<file path="src/rtl/demux_pkg.sv">
// Shared constants and slot state encoding for the 1-to-2 registered 4-bit demux.
package demux_pkg;
  localparam int DEF_WIDTH = 4;
  localparam int DEF_CNT_W = 8;

  typedef enum logic {
    SLOT_EMPTY = 1'b0,
    SLOT_FULL  = 1'b1
  } slot_state_t;
endpackage

</file>
<file path="src/rtl/demux2_4_buf_if.sv">
// Producer/consumer bundle for demux2_4_buf; cnt0/cnt1 exist only with DEMUX2_4_CNT_EN.
interface demux2_4_buf_if #(
  parameter int WIDTH = demux_pkg::DEF_WIDTH,
  parameter int CNT_W = demux_pkg::DEF_CNT_W
);
  logic [WIDTH-1:0] in_data;
  logic             s;
  logic             in_valid;
  logic             in_ready;
  logic [WIDTH-1:0] out0_data;
  logic             out0_valid;
  logic             out0_ready;
  logic [WIDTH-1:0] out1_data;
  logic             out1_valid;
  logic             out1_ready;
  logic             proto_err;
`ifdef DEMUX2_4_CNT_EN
  logic [CNT_W-1:0] cnt0;
  logic [CNT_W-1:0] cnt1;
`endif

  // master: the surrounding producer and consumers; slave: the demux itself.
  modport master (
    output in_data, s, in_valid, out0_ready, out1_ready,
    input  in_ready, out0_data, out0_valid, out1_data, out1_valid, proto_err
`ifdef DEMUX2_4_CNT_EN
    , input cnt0, cnt1
`endif
  );

  modport slave (
    input  in_data, s, in_valid, out0_ready, out1_ready,
    output in_ready, out0_data, out0_valid, out1_data, out1_valid, proto_err
`ifdef DEMUX2_4_CNT_EN
    , output cnt0, cnt1
`endif
  );
endinterface

</file>
<file path="src/rtl/demux_slot.sv">
// One-entry holding register with load/drain handshake; state is exported for debug and steering.
module demux_slot
  import demux_pkg::*;
#(
  parameter int WIDTH = DEF_WIDTH
) (
  input  logic             clk,
  input  logic             rst_n,
  input  logic             load,
  input  logic [WIDTH-1:0] load_data,
  input  logic             drain_ready,
  output logic             valid,
  output logic [WIDTH-1:0] data,
  output slot_state_t      state
);
  slot_state_t      state_q, state_d;
  logic [WIDTH-1:0] data_q, data_d;

  // A load wins over a drain, so drain+load in one cycle keeps the slot FULL.
  always_comb begin
    state_d = state_q;
    data_d  = data_q;
    if (load) begin
      state_d = SLOT_FULL;
      data_d  = load_data;
    end else if (state_q == SLOT_FULL && drain_ready) begin
      state_d = SLOT_EMPTY;
    end
  end

  always_ff @(posedge clk or negedge rst_n) begin
    if (!rst_n) begin
      state_q <= SLOT_EMPTY;
      data_q  <= '0;
    end else begin
      state_q <= state_d;
      data_q  <= data_d;
    end
  end

  assign valid = (state_q == SLOT_FULL);
  assign data  = data_q;
  assign state = state_q;
endmodule

</file>
<file path="src/rtl/demux2_4_buf.sv">
// 1-to-2 registered demux: steers each accepted word to slot[s]. Optional DEMUX2_4_CNT_EN
// adds per-channel completed-handshake counters cnt0/cnt1.
module demux2_4_buf
  import demux_pkg::*;
#(
  parameter int WIDTH = DEF_WIDTH,
  parameter int CNT_W = DEF_CNT_W
) (
  input logic           clk,
  input logic           rst_n,
  demux2_4_buf_if.slave bus
);
  // Handshakes: a transfer happens on a rising edge where valid & ready are both 1.
  // in_ready depends combinationally on s and out[s]_ready only, never on in_valid;
  // a producer must hold in_valid, in_data and s steady until its word is accepted.
  slot_state_t      slot0_state, slot1_state;
  logic             accept, load0, load1;
  logic             pend_q, pend_d;
  logic [WIDTH-1:0] prev_data_q, prev_data_d;
  logic             prev_s_q, prev_s_d;
  logic             err_q, err_d;

  always_comb begin
    if (bus.s) bus.in_ready = (slot1_state == SLOT_EMPTY) || bus.out1_ready;
    else       bus.in_ready = (slot0_state == SLOT_EMPTY) || bus.out0_ready;
  end

  assign accept = bus.in_valid & bus.in_ready;
  assign load0  = accept & ~bus.s;
  assign load1  = accept &  bus.s;

  demux_slot #(.WIDTH(WIDTH)) u_slot0 (
    .clk(clk), .rst_n(rst_n), .load(load0), .load_data(bus.in_data),
    .drain_ready(bus.out0_ready), .valid(bus.out0_valid), .data(bus.out0_data),
    .state(slot0_state)
  );

  demux_slot #(.WIDTH(WIDTH)) u_slot1 (
    .clk(clk), .rst_n(rst_n), .load(load1), .load_data(bus.in_data),
    .drain_ready(bus.out1_ready), .valid(bus.out1_valid), .data(bus.out1_data),
    .state(slot1_state)
  );

  // Remember a stalled offer so the next cycle can be checked for withdrawal or change.
  always_comb begin
    pend_d      = bus.in_valid & ~bus.in_ready;
    prev_data_d = bus.in_data;
    prev_s_d    = bus.s;
    err_d       = err_q;
    if (pend_q && (!bus.in_valid || bus.in_data != prev_data_q || bus.s != prev_s_q))
      err_d = 1'b1;
`ifndef SYNTHESIS
    if (bus.in_valid && $isunknown(bus.s))
      err_d = 1'b1;
`endif
  end

  always_ff @(posedge clk or negedge rst_n) begin
    if (!rst_n) begin
      pend_q      <= 1'b0;
      prev_data_q <= '0;
      prev_s_q    <= 1'b0;
      err_q       <= 1'b0;
    end else begin
      pend_q      <= pend_d;
      prev_data_q <= prev_data_d;
      prev_s_q    <= prev_s_d;
      err_q       <= err_d;
    end
  end

  assign bus.proto_err = err_q;

`ifdef DEMUX2_4_CNT_EN
  logic [CNT_W-1:0] cnt0_q, cnt0_d, cnt1_q, cnt1_d;

  always_comb begin
    cnt0_d = cnt0_q + CNT_W'(bus.out0_valid & bus.out0_ready);
    cnt1_d = cnt1_q + CNT_W'(bus.out1_valid & bus.out1_ready);
  end

  always_ff @(posedge clk or negedge rst_n) begin
    if (!rst_n) begin
      cnt0_q <= '0;
      cnt1_q <= '0;
    end else begin
      cnt0_q <= cnt0_d;
      cnt1_q <= cnt1_d;
    end
  end

  assign bus.cnt0 = cnt0_q;
  assign bus.cnt1 = cnt1_q;
`endif
endmodule

</file>
<file path="src/flat_wrapper.sv">
// flat-port wrapper written by rule: the top's interface ports become plain ports
module demux2_4_buf_flat import demux_pkg::*;
#(
  parameter int WIDTH = DEF_WIDTH,
  parameter int CNT_W = DEF_CNT_W
)
  (clk, rst_n, bus_in_data, bus_s, bus_in_valid, bus_out0_ready, bus_out1_ready, bus_in_ready, bus_out0_data, bus_out0_valid, bus_out1_data, bus_out1_valid, bus_proto_err);
  demux2_4_buf_if #(.WIDTH(WIDTH), .CNT_W(CNT_W)) bus_i ();
  input logic clk;
  input logic rst_n;
  input wire logic [$bits(bus_i.in_data)-1:0] bus_in_data;
  input wire logic [$bits(bus_i.s)-1:0] bus_s;
  input wire logic [$bits(bus_i.in_valid)-1:0] bus_in_valid;
  input wire logic [$bits(bus_i.out0_ready)-1:0] bus_out0_ready;
  input wire logic [$bits(bus_i.out1_ready)-1:0] bus_out1_ready;
  output wire logic [$bits(bus_i.in_ready)-1:0] bus_in_ready;
  output wire logic [$bits(bus_i.out0_data)-1:0] bus_out0_data;
  output wire logic [$bits(bus_i.out0_valid)-1:0] bus_out0_valid;
  output wire logic [$bits(bus_i.out1_data)-1:0] bus_out1_data;
  output wire logic [$bits(bus_i.out1_valid)-1:0] bus_out1_valid;
  output wire logic [$bits(bus_i.proto_err)-1:0] bus_proto_err;
  assign bus_i.in_data = bus_in_data;
  assign bus_i.s = bus_s;
  assign bus_i.in_valid = bus_in_valid;
  assign bus_i.out0_ready = bus_out0_ready;
  assign bus_i.out1_ready = bus_out1_ready;
  assign bus_in_ready = bus_i.in_ready;
  assign bus_out0_data = bus_i.out0_data;
  assign bus_out0_valid = bus_i.out0_valid;
  assign bus_out1_data = bus_i.out1_data;
  assign bus_out1_valid = bus_i.out1_valid;
  assign bus_proto_err = bus_i.proto_err;
  demux2_4_buf #(.WIDTH(WIDTH), .CNT_W(CNT_W)) u_core (.clk(clk), .rst_n(rst_n), .bus(bus_i));
endmodule
</file>
<file path="config.mk">
export PLATFORM = sky130hd
export DESIGN_NAME = demux2_4_buf_flat
export DESIGN_NICKNAME = d
export VERILOG_FILES = /design/src/rtl/demux_pkg.sv /design/src/rtl/demux2_4_buf_if.sv /design/src/rtl/demux_slot.sv /design/src/rtl/demux2_4_buf.sv /design/src/flat_wrapper.sv
export SDC_FILE = /design/constraint.sdc
export NUM_CORES = 1
export LEC_CHECK = 0
export ABC_AREA = 1
export ABC_CLOCK_PERIOD_IN_PS = 1300
export BUFFER_PORTS_ARGS = -buffer_cell sky130_fd_sc_hd__buf_2
export CAP_MARGIN = 20
export CORE_UTILIZATION = 32
export DETAILED_ROUTE_END_ITERATION = 7
export PLACE_DENSITY = 0.58
export SLEW_MARGIN = 20
export SYNTH_ARGS = -nofsm -noshare
export SYNTH_HDL_FRONTEND = slang
export SYNTH_SLANG_ARGS = --single-unit
</file>
<file path="constraint.sdc">
create_clock -name clk -period 1.3 [get_ports clk]
set_input_delay 0.13 -clock clk [delete_from_list [all_inputs] [get_ports clk]]
set_output_delay 0.13 -clock clk [all_outputs]
set_load 0.02 [all_outputs]
</file>
==> summary.md <==
| Metric | Value |
|---|---|
| Io pins | `22` |
| Wire per inst | `approximately 10 microns` |
| Flip-flop and latch area | `between 400 and 500 sq um` |
| Buf/Inv on CP | `1` |
| Max cap viols | `0` |
| Leak | `between 0.0005 and 0.0006 uW` |
| Grt total ovfl | `0` |
| Multi-input gate area | `roughly 210 sq um` |
| Top sig layer | `met4` |
| Skew-Pair Late Insertion Delay | `between 0.2 and 0.3 ns` |
| # diodes | `0` |
| EDFF count, synth | `0` |
| Critical Path RT | `between 1 and 1.5 ns` |
| Count of final hold-check violations | `0` |
| Yosys warns | `0` |
| Clock-pin slew on the worst setup and hold paths | `~0.1 ns` |
| Rows | `16` |
| Post-Synth XOR/XNOR Area | `0%` |
| Port Buffers | `21` |
| Slowest cell on crit path | `dfrtp_1` |
| Initial antenna violation count | `0` |
| Worst-margin pin slew | `roughly 0.39 ns` |
| Synth Register Bits | `17` |
| Vias/cell | `roughly 4.2` |
| DRC | `0` |
| Most used DFF post-synth | `dfrtp_1` |
| Pwr per Cell Area | `around 1200 nW/um^2` |
| Tmin final | `roughly 1.4 ns` |
| Adder-cell share of the synthesized area | `0%` |
| Mux cell area share after synthesis | `0%` |
| Placer Congestion | `0.656` |
| Fin worst setup slack | `-0.0597 ns` |
| Top cell type's share of synthesized area | `slightly above 60%` |
| Post-synthesis net count | `86` |
| Post-layout nets | `122` |
| Avg Cell Area, Syn | `8.99 sq um` |
| Clk root buf | `clkbuf_4` |
| Filler cells | `approximately 190` |
| Largest family of logic cells by synthesized area | `simple AND/OR/NAND/NOR gates` |
| Total Routing Usage GR | `roughly an eighth` |
| Fmax | `0.735 GHz` |
| Wire length on met2 | `roughly 670 microns` |
| CP max FO | `2` |
| Vias in the first global route | `approximately 460` |
| Starting density of the core | `between 30% and 40%` |
| Slew margin rel. | `between 70% and 80%` |
| Crit-path max cell delay | `around 0.39 ns` |
| Post-detail-place hpwl | `908 microns` |
| Period utilization | `105%` |
| CTS tree | `done` |
| Die ar. | `roughly 2300 sq um` |
| Synth Instances | `76` |
| Final std cells w/o fill | `138` |
| Post-Place Cells | `124` |
| Overall power | `1150 uW` |
| Longest Clk Path Bufs | `2` |
| CP arrival | `1.23 ns` |
| Worst hold path type | `in2reg` |
| Clock sink count | `17` |
| H-tree depth | `1` |
| Met1 WL | `about 670 microns` |
| Synth area leaders | `dfrtp_1 (62%), nand2_1 (15%), o21ai_1 (5.9%)` |
| Worst VDD drop | `between 600 and 700 uV` |
| Setup-failing EPs final | `1` |
| Core area | `between 1500 and 2000 sq um` |
| Area leader, netlist | `dfrtp_1` |
| DR WL met3 | `65 microns` |
| RSZ-0062 raised after global routing | `yes` |
| Die height | `roughly 48 microns` |
| DRT iter0 DRCs | `6` |
| DR pass1 iterations | `4` |
| Layout area overhead | `37.7%` |
| Max Slew Vio Count | `0` |
| Worst clock skew | `0.00310 ns` |
| Netlist cell types | `10` |
| Post-route ant nets | `0` |
| Status | `finished with violations` |
| Post-synthesis sequential area ratio | `between 60 and 70%` |
| TritonCTS Buffers | `3` |
| Share of cells above drive strength 1 | `28.8%` |
| Largest net degree at the start of global routing | `18` |
| Commonest cells in the netlist | `nand2_1 (28), dfrtp_1 (17), inv_1 (10), o21ai_1 (8), nor2_1 (6)` |
| Worst path cell trace | `nand2_2 -> nor2_1 -> a31oi_1 -> buf_4` |
| Drt total wl | `1.40 mm` |
| Die width | `~48 microns` |
| Synthesized area | `about 700 sq um` |
| Top-count cell post-synth | `nand2_1` |
| Failing checks | `setup timing` |
| Global-route wire length before repair | `roughly 1.9 mm` |
| Crit. End Element | `output pin` |
| Crit Path Class | `reg2out` |
| CP top delay family | `flip-flops` |
| Post-synthesis simple-gate area fraction | `23.8%` |
| Synth Area in Compound Gates | `about 6.8%` |
| Asr flop ratio synth | `100%` |
| Worst setup SP type | `register` |
| Via count | `between 500 and 600` |
==> cell families after synthesis <==
group,Yosys count
simple gates,37
flops,17
buf+inv,13
compound gates,9
==> metal layers <==
metal | track usage (%) | vias up
li1 | - | 304
met1 | 15.9 | 255
met2 | 19.7 | 13
met3 | 3.70 | 2
met4 | 6.67 | 0
met5 | 0 | -
==> repair_timing <==
item	CTS	global route
buffers inserted	6	1
endpoints found under the setup margin	1	2
hold buffers	5	0
endpoints found under the hold margin	21	0
gates resized for setup	1	1
pin swaps	1	2
==> where the power goes <==
part	total, uW	switching [uW]	internal, uW
combinational	263	159	104
sequential	611	27.0	583
clock	278	159	119
==> registers in the layout, summed over array words and instances (netlist names) <==
| signal | flops |
|---|---|
| u_core.u_slot0.data | 4 |
| u_core.prev_data_q | 4 |
| u_core.u_slot0.state | 1 |
| u_core.u_slot1.data | 4 |
| u_core.bus.proto_err | 1 |
| u_core.pend_q | 1 |
| u_core.prev_s_q | 1 |
| u_core.u_slot1.state | 1 |
==> cells in the final DEF, fill, tap and decap left out <==
cell type | Yosys | routed
nand2_1 | 28 | 27
buf_2 | 0 | 20
dfrtp_1 | 17 | 17
inv_1 | 10 | 10
o21ai_1 | 8 | 8
nor2_1 | 6 | 6
buf_4 | 0 | 6
dlygate4sd3_1 | 0 | 5
clkinv_1 | 3 | 3
clkbuf_4 | 0 | 3
nand2_2 | 0 | 1
a31oi_1 | 1 | 1
nand3_2 | 1 | 1
nand3b_4 | 1 | 1
nand3_1 | 1 | 1
clkbuf_1 | 0 | 1
==> worst reg2reg max path, stage by stage, from the launching register on <==
cell     delay, ns
dfrtp_1       0.39
nand2_2       0.07
nor2_1        0.04
a31oi_1       0.23
buf_4         0.16
buf_4         0.09
buf_4         0.09
nor2_1        0.03
==> per-stage QoR <==
step	TNS (ns)	util (%)	setup WS [ns]	hold WS, ns	instance area, sq um
finish	-0.0597	47.5	-0.0597	0.0311	941
global route	-0.198	47.5	-0.180	0.0151	941
CTS	0	47.7	0.0103	0.0213	946
detailed placement	0	41.5	0.252	0.0767	822
global placement	0	41.5	0.282	0.0717	822
floorplan	0	-	0.0294	-0.166	683
==> path summary, 6_finish.rpt <==
path | startpoint | to | slack (ns) | cells after the start
max | u_core.u_slot0.state$_DFFE_PN0P_ | bus_in_ready | -0.06 | 4
min | bus_s | u_core.prev_s_q$_DFF_PN0_ | 0.03 | 1
max reg2reg | u_core.u_slot0.state$_DFFE_PN0P_ | u_core.pend_q$_DFF_PN0_ | 0.10 | 7
min reg2reg | u_core.pend_q$_DFF_PN0_ | u_core.bus.proto_err$_DFFE_PN0P_ | 0.46 | 2
max in group asynchronous | rst_n | u_core.u_slot0.data[3]$_DFFE_PN0P_ | 0.74 | 2
min in group asynchronous | rst_n | u_core.u_slot0.data[2]$_DFFE_PN0P_ | 0.29 | 2
==> cell type report <==
cell class,instances,area share [%]
clock buffer,4,2.79
timing repair buffer,31,20.7
tap,27,3.59
inverter,13,5.19
sequential,17,45.2
multi-input combinational,46,22.5
Note: power is estimated with default switching activity, not from simulation.
